<file path="src/rtl/and_kask.sv">
// and_kask -- cascaded AND reduction / wide all-ones detector.
//
// A chain of 2-input AND stages reduces x to y. Every intermediate stage is
// exported as a tap, so chain[i] is the AND of x[0..i]. The result is also
// registered (y_q), and y_rise pulses on the 0->1 edge of y_q.
//
// Parameters:
//   LENGTH     width of x, legal range 2..64
//
// Ports:
//   clk        system clock, rising edge
//   rst        asynchronous active-high reset (clears y_q, y_rise and the
//              optional zero-index registers)
//   x          operand vector [LENGTH-1:0]
//   y          combinational AND of all bits of x
//   chain      combinational cascade taps [LENGTH-1:0]
//   y_q        y registered on clk
//   y_rise     one-cycle pulse when y_q goes 0->1
//   zero_idx   (AND_KASK_ZERO_IDX_EN) registered index of lowest zero bit of x
//   zero_none  (AND_KASK_ZERO_IDX_EN) registered flag, x was all-ones
//
// Optional feature macro: AND_KASK_ZERO_IDX_EN
module and_kask #(
    parameter int LENGTH = 10
) (
    input  logic              clk,
    input  logic              rst,
    input  logic [LENGTH-1:0] x,
    output logic              y,
    output logic [LENGTH-1:0] chain,
    output logic              y_q,
`ifdef AND_KASK_ZERO_IDX_EN
    output logic              y_rise,
    output logic [(LENGTH > 1 ? $clog2(LENGTH) : 1)-1:0] zero_idx,
    output logic              zero_none
`else
    output logic              y_rise
`endif
);

    generate
        if (LENGTH < 2) begin : g_bad_len
            $error("and_kask: LENGTH must be at least 2");
        end
    endgenerate

    // Explicit ripple chain: one 2-input AND per stage.
    assign chain[0] = x[0];
    generate
        for (genvar i = 1; i < LENGTH; i++) begin : g_stage
            assign chain[i] = chain[i-1] & x[i];
        end
    endgenerate

    assign y = chain[LENGTH-1];

    always_ff @(posedge clk or posedge rst) begin
        if (rst) begin
            y_q    <= 1'b0;
            y_rise <= 1'b0;
        end else begin
            y_q    <= y;
            // Uses the pre-edge y_q, so this is high exactly on the edge where
            // y_q transitions 0->1.
            y_rise <= y & ~y_q;
        end
    end

`ifdef AND_KASK_ZERO_IDX_EN
    localparam int IW = (LENGTH > 1) ? $clog2(LENGTH) : 1;

    // The first zero in the cascade marks the lowest zero bit of x: that
    // stage is 0 while its predecessor is still 1, so first_zero is one-hot
    // (or all-zero when x is all-ones) and can be OR-encoded.
    logic [LENGTH-1:0] first_zero;
    logic [IW-1:0]     idx_d;

    assign first_zero[0] = ~chain[0];
    generate
        for (genvar i = 1; i < LENGTH; i++) begin : g_fz
            assign first_zero[i] = chain[i-1] & ~chain[i];
        end
    endgenerate

    always_comb begin
        idx_d = '0;
        for (int i = 0; i < LENGTH; i++) begin
            if (first_zero[i]) idx_d = idx_d | IW'(i);
        end
    end

    always_ff @(posedge clk or posedge rst) begin
        if (rst) begin
            zero_idx  <= '0;
            zero_none <= 1'b0;
        end else begin
            zero_idx  <= idx_d;
            zero_none <= y;
        end
    end
`endif

endmodule

</file>
<file path="config.mk">
export PLATFORM = sky130hd
export DESIGN_NAME = and_kask
export DESIGN_NICKNAME = d
export VERILOG_FILES = /design/src/rtl/and_kask.sv
export SDC_FILE = /design/constraint.sdc
export NUM_CORES = 1
export LEC_CHECK = 0
export ABC_AREA = 1
export CAP_MARGIN = 5
export CORE_AREA = 5 5 42 44
export DETAILED_ROUTE_END_ITERATION = 16
export DIE_AREA = 0 0 47 49
export PLACE_DENSITY = 0.55
export SETUP_SLACK_MARGIN = 0.15
export SLEW_MARGIN = 5
export SYNTH_ARGS = -nofsm -noshare
export SYNTH_HDL_FRONTEND = slang
export SYNTH_SLANG_ARGS = --single-unit
</file>
<file path="constraint.sdc">
create_clock -name clk -period 2.9 [get_ports clk]
set_clock_uncertainty 0.1 [all_clocks]
set_input_delay 0.435 -clock clk [delete_from_list [all_inputs] [get_ports clk]]
set_output_delay 0.435 -clock clk [all_outputs]
set_load 0.02 [all_outputs]
</file>
==> tab_implementation.tex, run 1 <==
\begin{tabular}{lr}
\hline
Metric & Value \\
\hline
\multicolumn{2}{l}{\textbf{Die}} \\
Area of the core region & between 1000 and 1500 sq um \\
Row count & 14 \\
Height of the chip & between 40 and 50 um \\
Area of the die & around 2300 sq um \\
Overall die width & about 47 um \\
Initial standard-cell utilization of the core & about 14\% \\
Count of pins on the block boundary & 25 \\
\multicolumn{2}{l}{\textbf{GRT}} \\
Number of global-route vias before repair & $\sim$230 \\
GRT Residual Overflow & 0 \\
Met3 GRT Util & under 10\% \\
GRT Util Overall & 5.56\% \\
Initial antenna violation count & 0 \\
Global-route wire length before repair & approximately 860 um \\
Most congested layer reported by global routing & met2 \\
Maximum number of pins on one net before global-route repair & 4 \\
Met2 GRT Util & about 8.4\% \\
GR met1 Demand/Resource & 4.39\% \\
\multicolumn{2}{l}{\textbf{Yosys}} \\
Biggest area consumer among synthesized cells & sky130\_fd\_sc\_hd\_\_dfrtp\_1 \\
Sequential share of the synthesized area & between 20\% and 30\% \\
Average size of a mapped cell & roughly 8.4 sq um \\
Share of the synthesized area in the top cell type & 26.0\% \\
Most common cell in the netlist & sky130\_fd\_sc\_hd\_\_inv\_1 \\
Warning count from the yosys run & 0 \\
Synthesized instance count & 23 \\
Area of the mapped netlist & 193 sq um \\
Flip-flop and latch count after synthesis & 2 \\
Synth top area cells & sky130\_fd\_sc\_hd\_\_dfrtp\_1 26\%, sky130\_fd\_sc\_hd\_\_inv\_1 16\%, sky130\_fd\_sc\_hd\_\_nor2\_4 12\%, sky130\_fd\_sc\_hd\_\_nand4\_4 11\%, sky130\_fd\_sc\_hd\_\_buf\_4 7.8\% \\
Ranking of synthesized cells by instance count & 8 x sky130\_fd\_sc\_hd\_\_inv\_1, 2 x sky130\_fd\_sc\_hd\_\_buf\_4, 2 x sky130\_fd\_sc\_hd\_\_dfrtp\_1, 2 x sky130\_fd\_sc\_hd\_\_nand2\_1, 2 x sky130\_fd\_sc\_hd\_\_nor2\_4 \\
Prevailing post-synth register cell & sky130\_fd\_sc\_hd\_\_dfrtp\_1 \\
Net Count, Synth & 35 \\
Number of enable flip-flop cells after synthesis & 0 \\
Fraction of synthesis flops using an asynchronous set or reset pin & between 90\% and 100\% \\
Synth cell types & 12 \\
\multicolumn{2}{l}{\textbf{Clock tree}} \\
Number of buffers added to fix hold violations after cts & 0 \\
Clock tree from TritonCTS & yes \\
Maximum count of clock buffers along a single path & 2 \\
Clock buffers created by TritonCTS & 3 \\
Buffers inserted during post-CTS setup optimization & 0 \\
Clk sinks & 2 \\
Number of levels the H-tree was split into & 1 \\
Clock network latency to the later pin of the worst-skew pair & between 0.2 and 0.25 ns \\
Number of instances resized during post-cts repair & 0 \\
Cell at the root of the clock tree & sky130\_fd\_sc\_hd\_\_clkbuf\_4 \\
Clock-pin slew of the registers on the worst-case setup and hold paths & about 0.030 ns \\
\multicolumn{2}{l}{\textbf{Detailed routing}} \\
Wire length reported by the detailed router & approximately 560 um \\
Residual antenna-violating net count after detailed routing & 0 \\
Drt via density & between 3 and 4 \\
Number of iterations in the first detailed-routing pass & 2 \\
DRC Markers & 0 \\
Wire length per cell after detailed routing & around 8.7 um \\
Total number of vias & 233 \\
Iteration-0 DRC count of the detailed router & 2 \\
\multicolumn{2}{l}{\textbf{Layout}} \\
Fraction of final layout cells with drive strength greater than 1 & around a quarter \\
Total number of nets in the final design & slightly above 60 \\
Number of filler cells placed in the layout & 152 \\
Diodes inserted & 0 \\
Fin area & about 470 sq um \\
Area grow syn2layout & 142\% \\
Filler-free cell count of the finished design & 64 \\
\multicolumn{2}{l}{\textbf{Timing}} \\
Post-route clock period utilization & roughly nine tenths \\
Unrepaired setup endpoints after global routing & no \\
Total setup violations reported at the end of the flow & 0 \\
Worst Max-Slew Pin Slew & roughly 0.23 ns \\
Worst hold slack after final layout & 0.279 ns \\
Final number of hold-violating endpoints & 0 \\
Slew margin rel. & a little over four fifths \\
Summed negative setup slack over all endpoints & 0 ns \\
Final-report max-slew violation count & 0 \\
Upper clock frequency limit & about 380 MHz \\
Minimum clock period after layout & between 2 and 3 ns \\
\multicolumn{2}{l}{\textbf{Setup path}} \\
Depth of the worst register-to-register path & 1 \\
Crit Path Max Fanout & 3 \\
Worst setup SP type & input pin \\
Arrival time at the worst endpoint & 2.11 ns \\
Worst path required time & 2.37 ns \\
Endpoint of the most critical register-to-register path & y\_rise\$\_DFF\_PP0\_ \\
Endpoint type of the worst setup path & output port \\
Startpoint-to-endpoint class of the critical path & in -> out \\
Minimum setup slack among reg-to-reg paths & between 2 and 2.5 ns \\
Startpoint of the most critical register-to-register path & y\_q\$\_DFF\_PP0\_ \\
\multicolumn{2}{l}{\textbf{Power and ir drop}} \\
IR drop worst, VDD & about 0.00017 V \\
Cell area power density & between 200 and 300 nW/um\^{}2 \\
Static leakage power & 0.261 nW \\
Sum of internal, switching and leakage power & around 0.12 mW \\
\multicolumn{2}{l}{\textbf{Job}} \\
Total of max-cap violations & 0 \\
\multicolumn{2}{l}{\textbf{Placed design}} \\
Final HPWL DP & around 500 um \\
Placed instance count & 61 \\
Total cell area at the placement stage & 438 sq um \\
Final estimated routing congestion in global placement & 0.604 \\
Count of buffers inserted at the top-level ports & 24 \\
\multicolumn{2}{l}{\textbf{Status}} \\
Result of the run & completed \\
\multicolumn{2}{l}{\textbf{Hold path}} \\
Class of the tightest hold or removal check & in -> async \\
\hline
\end{tabular}
## sequential cells by signal, summed over array words and instances, names as in the netlist
register  count
y_q           1
y_rise        1
## cells by family after synthesis
kind of cell / after synthesis / share of synthesized area, %
flops: 2 / 26.0
buf+inv: 11 / 25.3
simple gates: 10 / 48.7
## worst max path at each step
| stage | startpoint | endpoint | slack, ns | depth (start not counted) |
|---|---|---|---|---|
| detailed placement | x[0] | y | 0.20 | 8 |
| global placement | x[0] | y | 0.18 | 8 |
| global route | x[0] | chain[8] | 0.15 | 8 |
| CTS | x[0] | y | 0.18 | 8 |
| floorplan | x[0] | chain[9] | 0.89 | 7 |
| finish | x[0] | chain[8] | 0.25 | 8 |
## cells in the final DEF, fill, tap and decap left out
cell type / instances
sky130_fd_sc_hd__nor2_4: 2
sky130_fd_sc_hd__nand4_2: 1
sky130_fd_sc_hd__dlymetal6s2s_1: 2
sky130_fd_sc_hd__and2_2: 1
sky130_fd_sc_hd__nor2_2: 1
sky130_fd_sc_hd__clkbuf_4: 3
sky130_fd_sc_hd__nand2_2: 1
sky130_fd_sc_hd__clkdlybuf4s50_1: 22
sky130_fd_sc_hd__nand4_4: 1
sky130_fd_sc_hd__dfrtp_1: 2
sky130_fd_sc_hd__nand2_1: 2
sky130_fd_sc_hd__inv_2: 1
sky130_fd_sc_hd__nor3_2: 1
sky130_fd_sc_hd__inv_1: 8
## worst max-delay path, cell delays in order
cell and delay [ns]:
sky130_fd_sc_hd__clkdlybuf4s50_1 0.49, sky130_fd_sc_hd__nand2_2 0.08, sky130_fd_sc_hd__nor2_4 0.12, sky130_fd_sc_hd__nand4_4 0.11, sky130_fd_sc_hd__nor3_2 0.16, sky130_fd_sc_hd__nand2_1 0.07
sky130_fd_sc_hd__inv_1 0.05, sky130_fd_sc_hd__clkdlybuf4s50_1 0.59
## metrics by stage
step / util [%] / setup WS [ns]
finish: 33.2 / 0.255
global route: 33.2 / 0.153
CTS: 32.9 / 0.184
detailed placement: 31.3 / 0.198
global placement: 31.3 / 0.179
floorplan: - / 0.893
## layer usage
| metal | up-vias | routed length, um | share of wire, % |
|---|---|---|---|
| met5 | - | 0 | 0 |
| met2 | 16 | 304 | 55 |
| met3 | 0 | 84 | 15 |
| met1 | 102 | 167 | 30 |
| li1 | 115 | - | - |
| met4 | 0 | 0 | 0 |
## power breakdown
group	switching (mW)	leakage [nW]	internal (mW)	total (mW)
Combinational	0.0134	0.220	0.0197	0.0331
Clock	0.0146	0.0138	0.0455	0.0602
Sequential	0.0000131	0.0280	0.0282	0.0282
Total	0.0280	0.261	0.0934	0.121
## area by class of cell
cell class	count	area, sq um	share of cell area (%)
Sequential cell	2	50.0	10.8
Clock buffer	3	22.5	4.84
Tap cell	16	20.0	4.30
Timing Repair Buffer	24	245	52.7
Multi-Input combinational cell	10	93.8	20.2
Inverter	9	33.8	7.26
Note: power is estimated with default switching activity, not from simulation.
==> run 2: changes to the inputs <==
CTS_CLUSTER_SIZE = 20   (was not set)
GPL_TIMING_DRIVEN = 0   (was not set)
==> tab_implementation.tex, run 2 (synthesis results as in run 1) <==
\begin{tabular}{lr}
\hline
Metric & Value \\
\hline
\multicolumn{2}{l}{\textbf{Setup path}} \\
Endpoint type of the worst setup path & output port (unchanged) \\
Worst path most repeated cell & sky130\_fd\_sc\_hd\_\_clkdlybuf4s50\_1 (unchanged) \\
Worst setup SP type & input pin (unchanged) \\
Critical path launch point & x[0] (unchanged) \\
Worst path required time & 2.37 ns (about the same) \\
Startpoint-to-endpoint class of the critical path & in -> out (unchanged) \\
Startpoint of the most critical register-to-register path & y\_q\$\_DFF\_PP0\_ (unchanged) \\
Arrival time at the worst endpoint & 2.02 ns (was 2.11 ns) \\
Crit-path slowest cell & sky130\_fd\_sc\_hd\_\_clkdlybuf4s50\_1 (unchanged) \\
Crit Path Max Fanout & 3 (unchanged) \\
Buf/Inv on CP & 2 (was 3) \\
Cells along the critical path & clkdlybuf4s50\_1 -> nand2\_2 -> nor2\_4 -> nand4\_4 -> nor3\_2 -> clkdlybuf4s50\_1 (was clkdlybuf4s50\_1 -> nand2\_2 -> nor2\_4 -> nand4\_4 -> nor3\_2 -> nand2\_1 -> inv\_1 -> clkdlybuf4s50\_1) \\
Delay contributed by the slowest stage of the critical path & 0.63 ns (was 0.59 ns) \\
Largest delay share family, worst path & buffers and inverters (unchanged) \\
\multicolumn{2}{l}{\textbf{Clock tree}} \\
Clock-pin slew of the registers on the worst-case setup and hold paths & 0.03 ns (about the same) \\
Clock buffers created by TritonCTS & 3 (unchanged) \\
Clock tree from TritonCTS & yes (unchanged) \\
Maximum count of clock buffers along a single path & 2 (unchanged) \\
Clock network latency to the later pin of the worst-skew pair & 0.22 ns (about the same) \\
Cell at the root of the clock tree & sky130\_fd\_sc\_hd\_\_clkbuf\_4 (unchanged) \\
Number of levels the H-tree was split into & 1 (unchanged) \\
Clk sinks & 2 (unchanged) \\
Buffers inserted during post-CTS setup optimization & 0 (unchanged) \\
\multicolumn{2}{l}{\textbf{Timing}} \\
Upper clock frequency limit & 391 MHz (was 378 MHz) \\
Final number of hold-violating endpoints & 0 (unchanged) \\
Summed negative setup slack over all endpoints & 0 ns (unchanged) \\
Worst Max-Slew Pin Slew & 0.227 ns (was 0.226 ns) \\
Minimum clock period after layout & 2.56 ns (was 2.65 ns) \\
Post-route clock period utilization & 88.3\% (was 91.2\%) \\
Final-report max-slew violation count & 0 (unchanged) \\
Total setup violations reported at the end of the flow & 0 (unchanged) \\
Slew margin rel. & 84.8\% (was 84.9\%) \\
Unrepaired setup endpoints after global routing & no (unchanged) \\
Worst Slack Setup Final & 0.341 ns (was 0.255 ns) \\
\multicolumn{2}{l}{\textbf{GRT}} \\
GRT Util Overall & 5.77\% (was 5.56\%) \\
Number of global-route vias before repair & 227 (unchanged) \\
Initial antenna violation count & 0 (unchanged) \\
Global-route wire length before repair & 924 um (was 855 um) \\
Maximum number of pins on one net before global-route repair & 4 (unchanged) \\
GRT Residual Overflow & 0 (unchanged) \\
\multicolumn{2}{l}{\textbf{Job}} \\
Total of max-cap violations & 0 (unchanged) \\
\multicolumn{2}{l}{\textbf{Detailed routing}} \\
Drt via density & 3.61 (was 3.64) \\
Iteration-0 DRC count of the detailed router & 0 (was 2) \\
Residual antenna-violating net count after detailed routing & 0 (unchanged) \\
Wire length reported by the detailed router & 583 um (was 556 um) \\
Wire length per cell after detailed routing & 8.83 um (was 8.69 um) \\
DRC Markers & 0 (unchanged) \\
Number of iterations in the first detailed-routing pass & 1 (was 2) \\
Total number of vias & 238 (was 233) \\
\multicolumn{2}{l}{\textbf{Placed design}} \\
Final HPWL DP & 531 um (was 501 um) \\
Count of buffers inserted at the top-level ports & 24 (unchanged) \\
Placed instance count & 63 (was 61) \\
Worst slack at placement & 0.0797 ns (was 0.198 ns) \\
Final estimated routing congestion in global placement & 0.569 (was 0.604) \\
\multicolumn{2}{l}{\textbf{Power and ir drop}} \\
Combinational Power Share & 28.1\% (was 27.3\%) \\
Internal power & 0.0942 mW (was 0.0934 mW) \\
Switching power total & 0.0280 mW (about the same) \\
Static leakage power & 0.276 nW (was 0.261 nW) \\
Register share of total power & 23.1\% (was 23.2\%) \\
Cell area power density & 255 nW/um\^{}2 (was 261 nW/um\^{}2) \\
Part of the total power dissipated in the clock network & 48.8\% (was 49.5\%) \\
IR drop worst, VDD & 0.000194 V (was 0.000169 V) \\
Sw frac & 22.9\% (was 23.1\%) \\
\multicolumn{2}{l}{\textbf{Layout}} \\
Number of filler cells placed in the layout & 162 (was 152) \\
Filler-free cell count of the finished design & 66 (was 64) \\
Top library cells by usage in the layout, fill and taps aside & 21 x sky130\_fd\_sc\_hd\_\_clkdlybuf4s50\_1, 8 x sky130\_fd\_sc\_hd\_\_inv\_1, 3 x sky130\_fd\_sc\_hd\_\_clkbuf\_4 (was 22 x sky130\_fd\_sc\_hd\_\_clkdlybuf4s50\_1, 8 x sky130\_fd\_sc\_hd\_\_inv\_1, 3 x sky130\_fd\_sc\_hd\_\_clkbuf\_4) \\
Diodes inserted & 0 (unchanged) \\
Leading cell type in the layout, fill and taps excluded & sky130\_fd\_sc\_hd\_\_clkdlybuf4s50\_1 (unchanged) \\
Fraction of final layout cells with drive strength greater than 1 & 28.0\% (was 25.0\%) \\
Total number of nets in the final design & 64 (was 62) \\
Area grow syn2layout & 149\% (was 142\%) \\
Leading registers by flop count & y\_q x1, y\_rise x1 (unchanged) \\
\multicolumn{2}{l}{\textbf{Die}} \\
Area of the core region & 1400 sq um (unchanged) \\
Area of the die & 2300 sq um (unchanged) \\
Initial standard-cell utilization of the core & 13.8\% (unchanged) \\
Height of the chip & 49 um (unchanged) \\
Count of pins on the block boundary & 25 (unchanged) \\
Overall die width & 47 um (unchanged) \\
Row count & 14 (unchanged) \\
\multicolumn{2}{l}{\textbf{Hold path}} \\
Class of the tightest hold or removal check & in -> async (unchanged) \\
\multicolumn{2}{l}{\textbf{Status}} \\
Result of the run & completed (unchanged) \\
\hline
\end{tabular}
-- run 2: cell count changes in the layout (fill, tap and decap cells not counted), sizes merged --
| cell | change |
|---|---|
| buf | +2 |
| clkdlybuf4s50 | -1 |
| dlygate4sd2 | +1 |
-- run 2: power by group through the flow --
stage	Combinational, mW	Sequential (mW)	Clock, mW
4_1_cts	0.0349	0.0282	0.0637
5_1_grt	0.0368	0.0282	0.0678
6_report	0.0343	0.0282	0.0597
3_5_place_dp	0.0349	0.0285	0
3_3_place_gp	0.0345	0.0285	0
2_1_floorplan	0.0109	0.0285	0
-- run 2: final timing paths --
| check | end | slack (ns) | cells after the start |
|---|---|---|---|
| setup / recovery | chain[7] | 0.34 | 6 |
| hold / removal | y_rise$_DFF_PP0_ | 0.28 | 2 |
| setup reg to reg | y_rise$_DFF_PP0_ | 2.27 | 1 |
| hold reg to reg | y_rise$_DFF_PP0_ | 0.33 | 1 |
| max in group asynchronous | y_q$_DFF_PP0_ | 2.31 | 2 |
| min in group clk | y_rise$_DFF_PP0_ | 0.33 | 1 |
-- run 2: layout make-up --
type                       count  area [sq um]  share of cell area [%]
buffer                         2          15.0                    3.13
clock buffer                   3          22.5                    4.70
inverter                       9          33.8                    7.05
multi-input combinational     10          93.8                    19.6
sequential                     2          50.0                    10.4
tap                           16          20.0                    4.18
timing repair buffer          24           244                    50.9
-- run 2: metrics by stage --
stage / util, % / hold WS [ns] / instance area, sq um / total power [mW]
2_1_floorplan: - / 0.0762 / 193 / 0.0394
3_3_place_gp: 32.3 / 0.326 / 453 / 0.0630
3_5_place_dp: 32.3 / 0.325 / 453 / 0.0634
4_1_cts: 33.8 / 0.269 / 474 / 0.127
5_1_grt: 34.2 / 0.292 / 479 / 0.133
6_report: 34.2 / 0.275 / 479 / 0.122
-- run 2: metal layers --
layer | up-vias | wire (um) | track usage [%]
met5 | - | 0 | 0
met4 | 0 | 0 | 4.15
met3 | 0 | 101 | 4.43
met2 | 16 | 314 | 9.05
met1 | 103 | 167 | 4.60
li1 | 119 | - | -
-- run 2: what timing repair did --
action,4_1_cts,5_1_grt
endpoints found under the setup margin,1,2
resized for setup,1,2
hold buffers,0,0
hold endpoints to repair,0,0
